File: src/rtl/ex_muldiv_unit_pkg.sv
// Shared definitions for the M-extension execute unit: funct3 op codes and FSM states.
package ex_muldiv_unit_pkg;

  typedef enum logic [2:0] {
    MD_MUL    = 3'd0,
    MD_MULH   = 3'd1,
    MD_MULHSU = 3'd2,
    MD_MULHU  = 3'd3,
    MD_DIV    = 3'd4,
    MD_DIVU   = 3'd5,
    MD_REM    = 3'd6,
    MD_REMU   = 3'd7
  } md_op_e;

  typedef enum logic [1:0] {
    MD_S_IDLE = 2'd0,
    MD_S_MUL  = 2'd1,
    MD_S_DIV  = 2'd2,
    MD_S_DONE = 2'd3
  } md_state_e;

endpackage

File: src/rtl/muldiv_div_core.sv
// One restoring-division step on magnitudes: shift the next dividend bit into the
// partial remainder, subtract the divisor when it fits, and shift in the quotient bit.
module muldiv_div_core #(
  parameter int XLEN = 32
) (
  input  logic [XLEN-1:0] rem_i,
  input  logic [XLEN-1:0] quo_i,
  input  logic [XLEN-1:0] divisor_i,
  output logic [XLEN-1:0] rem_o,
  output logic [XLEN-1:0] quo_o
);

  logic [XLEN:0]   shifted;
  logic [XLEN-1:0] diff;
  logic            fits;

  // The partial remainder is always below the divisor, so the difference fits in XLEN bits.
  always_comb begin
    shifted = {rem_i, quo_i[XLEN-1]};
    fits    = shifted >= {1'b0, divisor_i};
    diff    = shifted[XLEN-1:0] - divisor_i;
    rem_o   = fits ? diff : shifted[XLEN-1:0];
    quo_o   = {quo_i[XLEN-2:0], fits};
  end

endmodule

File: src/rtl/ex_muldiv_unit.sv
// Multi-cycle RV32M/RV64M multiply/divide unit for the EX stage (shift-add multiplier, restoring divider).
// Define MULDIV_FAST_MUL_EN to replace the iterative multiplier with a single-cycle combinational one.
module ex_muldiv_unit
  import ex_muldiv_unit_pkg::*;
#(
  parameter int XLEN       = 32,
  parameter int REG_ADDR_W = 5
) (
  input  logic                  clk,
  input  logic                  rst,
  input  logic                  flush,
  input  logic                  valid_i,
  input  logic [2:0]            md_op_i,
  input  logic [XLEN-1:0]       A_i,
  input  logic [XLEN-1:0]       B_i,
  input  logic [REG_ADDR_W-1:0] Rd_i,
  output logic                  stall_o,
  output logic                  done_o,
  output logic [XLEN-1:0]       result_o,
  output logic [REG_ADDR_W-1:0] Rd_o
);

  localparam int CNT_W = $clog2(XLEN);

  md_state_e             state_q, state_d;
  md_op_e                op_q, op_d, opIn;
  logic [CNT_W-1:0]      cnt_q, cnt_d;
  logic [XLEN-1:0]       accHi_q, accHi_d, accLo_q, accLo_d, opB_q, opB_d;
  logic [XLEN-1:0]       result_q, result_d;
  logic [REG_ADDR_W-1:0] rd_q, rd_d;
  logic                  negRes_q, negRes_d;

  logic                  accept, isDivIn, aSignedIn, bSignedIn, sA, sB, divByZero, overflow;
  logic [XLEN-1:0]       absA, absB;
  logic [XLEN:0]         mulSum;
  logic [XLEN-1:0]       mulHi, mulLo, divRem, divQuo, mulResult, divResult;
  logic [2*XLEN-1:0]     product, productFix;

  assign opIn      = md_op_e'(md_op_i);
  assign accept    = (state_q == MD_S_IDLE) && valid_i && !flush;
  assign isDivIn   = md_op_i[2];
  assign aSignedIn = (opIn == MD_MULH) || (opIn == MD_MULHSU) || (opIn == MD_DIV) || (opIn == MD_REM);
  assign bSignedIn = (opIn == MD_MULH) || (opIn == MD_DIV) || (opIn == MD_REM);
  assign sA        = aSignedIn && A_i[XLEN-1];
  assign sB        = bSignedIn && B_i[XLEN-1];
  assign absA      = sA ? -A_i : A_i;
  assign absB      = sB ? -B_i : B_i;
  assign divByZero = (B_i == '0);
  assign overflow  = ((opIn == MD_DIV) || (opIn == MD_REM)) &&
                     (A_i == {1'b1, {(XLEN-1){1'b0}}}) && (B_i == '1);

  // Shift-add step: {accHi, accLo} holds partial product above the remaining multiplier bits.
  assign mulSum     = {1'b0, accHi_q} + (accLo_q[0] ? {1'b0, opB_q} : {(XLEN+1){1'b0}});
  assign mulHi      = mulSum[XLEN:1];
  assign mulLo      = {mulSum[0], accLo_q[XLEN-1:1]};
  assign product    = {mulHi, mulLo};
  assign productFix = negRes_q ? -product : product;
  assign mulResult  = (op_q == MD_MUL) ? productFix[XLEN-1:0] : productFix[2*XLEN-1:XLEN];

  muldiv_div_core #(.XLEN(XLEN)) u_div_core (
    .rem_i     (accHi_q),
    .quo_i     (accLo_q),
    .divisor_i (opB_q),
    .rem_o     (divRem),
    .quo_o     (divQuo)
  );

  always_comb begin
    divResult = '0;
    if ((op_q == MD_DIV) || (op_q == MD_DIVU)) divResult = negRes_q ? -divQuo : divQuo;
    else                                       divResult = negRes_q ? -divRem : divRem;
  end

`ifdef MULDIV_FAST_MUL_EN
  logic [2*XLEN-1:0] fastProd, fastFix;
  logic [XLEN-1:0]   fastResult;

  assign fastProd   = {{XLEN{1'b0}}, absA} * {{XLEN{1'b0}}, absB};
  assign fastFix    = (sA ^ sB) ? -fastProd : fastProd;
  assign fastResult = (opIn == MD_MUL) ? fastFix[XLEN-1:0] : fastFix[2*XLEN-1:XLEN];
`endif

  // Next-state logic; flush overrides everything and leaves the last result visible.
  always_comb begin
    state_d  = state_q;
    op_d     = op_q;
    cnt_d    = cnt_q;
    accHi_d  = accHi_q;
    accLo_d  = accLo_q;
    opB_d    = opB_q;
    result_d = result_q;
    rd_d     = rd_q;
    negRes_d = negRes_q;
    case (state_q)
      MD_S_IDLE: begin
        if (accept) begin
          op_d     = opIn;
          rd_d     = Rd_i;
          cnt_d    = '0;
          negRes_d = ((opIn == MD_REM) || (opIn == MD_REMU)) ? sA : (sA ^ sB);
          accHi_d  = '0;
          accLo_d  = absA;
          opB_d    = absB;
          if (isDivIn && divByZero) begin
            result_d = ((opIn == MD_DIV) || (opIn == MD_DIVU)) ? '1 : A_i;
            state_d  = MD_S_DONE;
          end else if (overflow) begin
            result_d = (opIn == MD_DIV) ? A_i : '0;
            state_d  = MD_S_DONE;
          end else if (isDivIn) begin
            state_d = MD_S_DIV;
          end else begin
`ifdef MULDIV_FAST_MUL_EN
            result_d = fastResult;
            state_d  = MD_S_DONE;
`else
            state_d = MD_S_MUL;
`endif
          end
        end
      end
      MD_S_MUL: begin
        accHi_d = mulHi;
        accLo_d = mulLo;
        cnt_d   = cnt_q + CNT_W'(1);
        if (cnt_q == CNT_W'(XLEN-1)) begin
          result_d = mulResult;
          state_d  = MD_S_DONE;
        end
      end
      MD_S_DIV: begin
        accHi_d = divRem;
        accLo_d = divQuo;
        cnt_d   = cnt_q + CNT_W'(1);
        if (cnt_q == CNT_W'(XLEN-1)) begin
          result_d = divResult;
          state_d  = MD_S_DONE;
        end
      end
      MD_S_DONE: state_d = MD_S_IDLE;
      default:   state_d = MD_S_IDLE;
    endcase
    if (flush) begin
      state_d  = MD_S_IDLE;
      cnt_d    = '0;
      result_d = result_q;
    end
  end

  always_ff @(posedge clk or posedge rst) begin
    if (rst) begin
      state_q  <= MD_S_IDLE;
      op_q     <= MD_MUL;
      cnt_q    <= '0;
      accHi_q  <= '0;
      accLo_q  <= '0;
      opB_q    <= '0;
      result_q <= '0;
      rd_q     <= '0;
      negRes_q <= 1'b0;
    end else begin
      state_q  <= state_d;
      op_q     <= op_d;
      cnt_q    <= cnt_d;
      accHi_q  <= accHi_d;
      accLo_q  <= accLo_d;
      opB_q    <= opB_d;
      result_q <= result_d;
      rd_q     <= rd_d;
      negRes_q <= negRes_d;
    end
  end

  assign stall_o  = !rst && !flush &&
                    (accept || (state_q == MD_S_MUL) || (state_q == MD_S_DIV));
  assign done_o   = (state_q == MD_S_DONE);
  assign result_o = result_q;
  assign Rd_o     = rd_q;

endmodule

File: config.mk
export PLATFORM = sky130hd
export DESIGN_NAME = ex_muldiv_unit
export DESIGN_NICKNAME = d
export VERILOG_FILES = /design/src/rtl/ex_muldiv_unit_pkg.sv /design/src/rtl/muldiv_div_core.sv /design/src/rtl/ex_muldiv_unit.sv
export SDC_FILE = /design/constraint.sdc
export NUM_CORES = 1
export LEC_CHECK = 0
export ABC_CLOCK_PERIOD_IN_PS = 4800
export CAP_MARGIN = 20
export CORE_MARGIN = 3
export CORE_UTILIZATION = 46
export CTS_CLUSTER_DIAMETER = 120
export CTS_CLUSTER_SIZE = 40
export DETAILED_ROUTE_END_ITERATION = 6
export HOLD_SLACK_MARGIN = 0.15
export PLACE_DENSITY = 0.67
export RECOVER_POWER = 50
export SLEW_MARGIN = 20
export SYNTH_ARGS = -nofsm -noshare
export SYNTH_HDL_FRONTEND = slang
export SYNTH_HIERARCHICAL = 1
export SYNTH_SLANG_ARGS = --single-unit
File: constraint.sdc
create_clock -name clk -period 4.8 [get_ports clk]
set_clock_uncertainty 0.15 [all_clocks]
set_input_delay 0.48 -clock clk [delete_from_list [all_inputs] [get_ports clk]]
set_output_delay 0.48 -clock clk [all_outputs]
set_load 0.02 [all_outputs]
## After elaboration in Yosys (flattened, before gate mapping)

Index checks and enable logic that the tools add are counted.

| cells by class | value |
|---|---|
| bitwise operators | 2 |
| $add $sub $neg | 8 |
| reductions and logical operators | 33 |
| equal/unequal tests | 20 |
| multiplexer cells | 32 |
| magnitude comparators | 1 |

Operators by type and width:

| kind | number |
|---|---|
| two-way mux 32 bit | 17 |
| one-hot mux 32 bit (3 select lines) | 3 |
| negation 32 bit | 4 |
| == test 32 bit, second input constant | 2 |
| two-way mux 64 bit | 1 |
| negation 64 bit | 1 |
| adder 32 x 32 -> 33 bit | 1 |
| greater-or-equal comparator 33 x 32 -> 1 bit | 1 |
| zero test 32 bit | 1 |
| subtractor 32 bit | 1 |
| == test 3 bit, second input constant | 6 |
| two-way mux 2 bit | 6 |
| logical OR 1 bit | 11 |
| two-way mux 5 bit | 2 |
| one-hot mux 5 bit (2 select lines) | 1 |
| logical AND 1 bit | 9 |
| AND reduction 2 bit | 4 |
| inequality test 2 bit, second input constant | 3 |
| one-hot mux 2 bit (3 select lines) | 1 |
| AND reduction 6 bit | 1 |
| nonzero test 3 bit | 2 |
| adder 5 x 1 -> 5 bit, second input constant | 1 |
| == test 5 bit, second input constant | 1 |
| == test 2 bit, second input constant | 2 |
| 13 further kinds | 14 |

| word-level totals | value |
|---|---|
| bits in registers | 144 |
| logic and storage cells | 105 |

## Longest topological paths before layout

| depth | value |
|---|---|
| depth in word-level cells | 9 |
| gate-level depth with buffers | 26 |

## Cells and area by module

The synthesis kept the hierarchy.

By module, submodules not included:

| module | area each (µm²) | times used | cells an instance | seq. area each (µm²) |
|---|---|---|---|---|
| ex_muldiv_unit | 13983.4 | 1 | 1850 | 3603.5 |
| muldiv_div_core | 2571.2 | 1 | 355 | 0.0 |

## Least setup slack after synthesis

Ideal clock, no wire load.

| timing path | value |
|---|---|
| kind | register to register |
| start | register accHi_q[9] |
| end | register result_q[31] (netlist: result_o[31]) |
| required time | 4.518 ns |
| setup slack | -0.479 ns |
| path buffers | 2 |
| cell stages (with the launch flop) | 24 |
| clock period less this slack | 5.279 ns |
| data arrival time | 4.997 ns |
| library setup time | 0.132 ns |
| path through | dfrtp_1 ha_1 clkbuf_1 nand4_1 nor3_1 o211ai_1 nor4b_4 o21ai_2 a31oi_4 o21a_4 inv_2 buf_2 mux2_2 or4_1 nor2_1 nand3b_1 or4_1 o31ai_1 xnor2_1 nand2_1 o21ai_0 a21oi_1 a2bb2oi_1 o41ai_1 |

| between the ends | value |
|---|---|
| longest elaborated chain between the ends | 7 |
| elaborated cells between the ends (all ways) | 15 |
| classes of those cells | add/sub (5); order compare (1); mux (9) |

RTL lines:

| element | line | source |
|---|---|---|
| start, declared | ex_muldiv_unit.sv:28 | `logic [XLEN-1:0] accHi_q, accHi_d, accLo_q, accLo_d, opB_q, opB_d;` |
| start signal, assigned | ex_muldiv_unit.sv:165 | `accHi_q <= accHi_d;` |
| subtractor 32 bit or greater-or-equal comparator 33 x 32 -> 1 bit (tied branches) | muldiv_div_core.sv:21, muldiv_div_core.sv:20 |  |
| two-way mux 32 bit (*) | muldiv_div_core.sv:22 | `rem_o = fits ? diff : shifted[XLEN-1:0];` |
| net divRem[12] | ex_muldiv_unit.sv:36 | `logic [XLEN-1:0] mulHi, mulLo, divRem, divQuo, mulResult, divResult;` |
| negation 32 bit (*) | ex_muldiv_unit.sv:71 | `else divResult = negRes_q ? -divRem : divRem;` |
| two-way mux 32 bit (*) | ex_muldiv_unit.sv:71 |  |
| two-way mux 32 bit (*) | ex_muldiv_unit.sv:70 | `if ((op_q == MD_DIV) \|\| (op_q == MD_DIVU)) divResult = negRes_q ? -divQuo : divQuo;` |
| two-way mux 32 bit (*) | ex_muldiv_unit.sv:135 | `if (cnt_q == CNT_W'(XLEN-1)) begin` |
| one-hot mux 32 bit (3 select lines) (*) | ex_muldiv_unit.sv:94 | `case (state_q)` |
| end signal, assigned | ex_muldiv_unit.sv:168 | `result_q <= result_d;` |
| end, declared | ex_muldiv_unit.sv:29 | `logic [XLEN-1:0] result_q, result_d;` |

The timed path passes the listed nets; every way through them passes the cells marked *. The select of a mux whose other input is x is not followed.
A chain may end at the register's enable or synchronous reset.

## Worst setup path in the final report

Same ends and word-level chain as after synthesis.

==> results_dict.tcl <==
set metrics [dict create \
    arrival_ns 5.38 \
    port_buffers 114 \
    synthCells 2205 \
    max_slew_margin -1.41 \
    track_usage 0.326 \
    grt_max_degree 90 \
    syn_area_sq_mm 0.0166 \
    fin_util 0.603 \
    hold_buffers 0 \
    clockRootBuffer "clkbuf_16" \
    synth_commonest_cells "267 x nand2_1, 190 x o21ai_0, 149 x nor2_1" \
    drive_gt1_frac 0.200 \
    ys_async_sr_fraction 1.00 \
    postRouteAntennaNets 0 \
    worst-path-buf-inv 3 \
    yosysUniqueCellTypes 91 \
    wire_per_inst_microns 21.4 \
    power_mw 13.9 \
    outcome "complete, but fails checks" \
    ys_ff_latch 144 \
    power.density_mw_per_mm2 662 \
    h-tree-depth 4 \
    grt_first_pass_wirelength_microns 99500 \
    netlist.area_leader.share 0.218 \
    hpwl_microns 49800 \
    critPathLaunchType "flop" \
    slowest_delay_ns 0.59 \
    die-height_microns 196 \
    slowest_stage "or4_4" \
    fill_cells 3233 \
    multi_input_area_sq_mm 0.0123 \
    path_clk_slew_ns 0.07 \
    critPathCaptureType "flop" \
    slew_violations 90 \
    drv_cap 1 \
    vdd_ir_drop_max_v 0.000633 \
    cp_common_cell "or4_4" \
    hp-class "flop to flop" \
    synth_edf_count 0 \
    final-setup-viol-count 13 \
    cp_data_required_time_ns 4.99 \
    path_max_fanout 8 \
    cts_buffer_depth 2 \
    fin_crit_ns 5.20 \
    antenna_found_initial 4 \
    avgSynthCellArea_sq_um 7.51 \
    yosysMostFrequentCell "nand2_1" \
    clk_latency_ns 0.46 \
    clock-sinks 144 \
    drt-initial-drc-count 1733 \
    final-hold-violation-count 0 \
    area_growth_syn_to_layout_pct 27.3 \
    cp_cell_sequence "ha_1, nand4_1, a211oi_1, or3_4, nor4b_4, buf_4, o21ai_4, a31oi_4, o21a_4, buf_12, inv_8, mux2_4, or4_4, nor2_4, nand3b_1, or4_4, o31ai_4, xnor2_1, nand2_1, o21ai_1, a21oi_1, a2bb2oi_2, o41ai_1" \
    cts_buffers 17 \
    ys_seq_area_frac 0.218 \
    place_congestion 0.963 \
    nets 2654 \
    finalCritPeriodShare 1.08 \
    start_util 0.473 \
    cts_tree "built" \
    grt_pass1_vias 17636 \
    io-pin-count 115 \
    critical_path_class "flop to flop" \
    synth_area_leaders "dfrtp_1 22%, xnor2_1 6.8%, nand2_1 6.1%" \
    core-area_sq_mm 0.0350 \
    vias_per_cell 6.20 \
    crit_family "simple AND/OR/NAND/NOR gates" \
    rsz0062_at_grt "true" \
    synth_area_leader_cell "dfrtp_1" \
    first_pass_iters 7 \
    synthFlopType "dfrtp_1" \
    die_area_sq_mm 0.0383 \
    grt-ovfl-total 0 \
    wirelength_microns 63500 \
    syn_nets 2361 \
    setup_ws_ns -0.396 \
    vias 18382 \
    dp_slack_ns -0.597 \
    dieWidth_microns 196 \
    p_leak_nw 9.01 \
    yosysWarnings 6 \
    num_rows 68 \
    worst_slew_pin_slew_ns 3.62 \
    failed_checks "max-capacitance violations, max-slew violations, negative setup slack" \
    drc 0 \
    max_freq_mhz 192 \
    seq_area_sq_mm 0.00361 \
]
[final cells by class]
class / instances / area share
repair inverters: 1 / 0.000534
inverters: 86 / 0.0157
repair buffers: 444 / 0.174
diodes: 1 / 0.000119
flip-flops and latches: 144 / 0.171
well taps: 455 / 0.0270
clock buffers: 24 / 0.0233
clock inverters: 6 / 0.00499
multi-input cells: 1804 / 0.583
[timing repair]
item / in CTS / in global routing
gates resized for setup: 46 / 30
hold endpoints to repair: 0 / 0
setup buffers: 14 / 6
cloned: 1 / 0
endpoints found under the setup margin: 18 / 27
pin swaps: 41 / 28
[through the flow]
step	hold slack, ns	instance area [sq um]	TNS [ns]	cells
2_1_floorplan	0.313	16600	-0.755	2205
3_3_place_gp	0.340	20000	-3.60	2915
3_5_place_dp	0.343	20000	-4.80	2915
4_1_cts	0.366	20900	-1.97	2959
5_1_grt	0.369	21100	-6.82	2964
6_report	0.355	21100	-2.93	2965
[final timing paths]
check                           startpoint      endpoint  slack, ns  cells past startpoint
worst max-delay path            accHi_q[9]  result_o[31]      -0.40                     23
worst min-delay path               Rd_o[0]       Rd_o[0]       0.35                      1
worst max register to register  accHi_q[9]  result_o[31]      -0.40                     23
worst min register to register     Rd_o[0]       Rd_o[0]       0.35                      1
max in group asynchronous              rst    accHi_q[6]       0.53                      2
min in group asynchronous              rst       Rd_o[4]       1.69                      2
[sequential cells by signal, indices dropped and copies added, names as in the netlist]
register  count
accLo_q      32
Rd_o          5
result_o     32
accHi_q      32
opB_q        32
cnt_q         5
negRes_q      1
state_q       2
op_q          3
[worst register-to-register path, stage by stage, from the launching register on]
cell and delay, ns:
dfrtp_1 0.39, ha_1 0.34, nand4_1 0.15, a211oi_1 0.06, or3_4 0.39, nor4b_4 0.25
buf_4 0.19, o21ai_4 0.07, a31oi_4 0.14, o21a_4 0.20, buf_12 0.13, inv_8 0.05
mux2_4 0.30, or4_4 0.54, nor2_4 0.12, nand3b_1 0.16, or4_4 0.59, o31ai_4 0.20
xnor2_1 0.10, nand2_1 0.07, o21ai_1 0.08, a21oi_1 0.20, a2bb2oi_2 0.14, o41ai_1 0.08
[per-layer routing]
layer / GRT usage / vias to the layer above / share of wire
li1: - / 8598 / -
met1: 0.453 / 8767 / 0.44
met2: 0.517 / 849 / 0.45
met3: 0.0464 / 166 / 0.070
met4: 0.125 / 2 / 0.040
met5: 0 / - / 0.00020
[power by group]
part           internal [mW]  leakage, nW  switching, mW
sequential              1.69         1.82          0.494
clock                  0.864        0.296          0.551
combinational           4.38         6.90           5.97
[placed cells by master, fill, tap and decap left out, types with 36 or more instances in the layout]
cell	synthesis	layout
dfrtp_1	144	142
clkdlybuf4s50_1	0	103
inv_1	82	79
xor2_1	96	95
nor3_1	45	43
a21oi_1	126	125
ha_1	78	70
o211ai_1	36	36
o21ai_1	52	59
o21ai_0	190	179
buf_4	32	321
xnor2_1	129	128
nand2_1	267	266
and2_1	44	44
nand3_1	43	40
nor2_1	149	147
o31ai_1	77	69
[cell families (layout without fill, tap and decap cells)]
family,after synthesis,count (layout),synth area share
fa+ha+maj,80,80,0.0614
simple gates,726,726,0.217
compound gates,722,722,0.281
xor+xnor,225,225,0.119
flops,144,144,0.218
buf+inv,257,561,0.0672
mux,51,51,0.0373
other cells,0,1,0
Note: power is estimated with default switching activity, not from simulation.
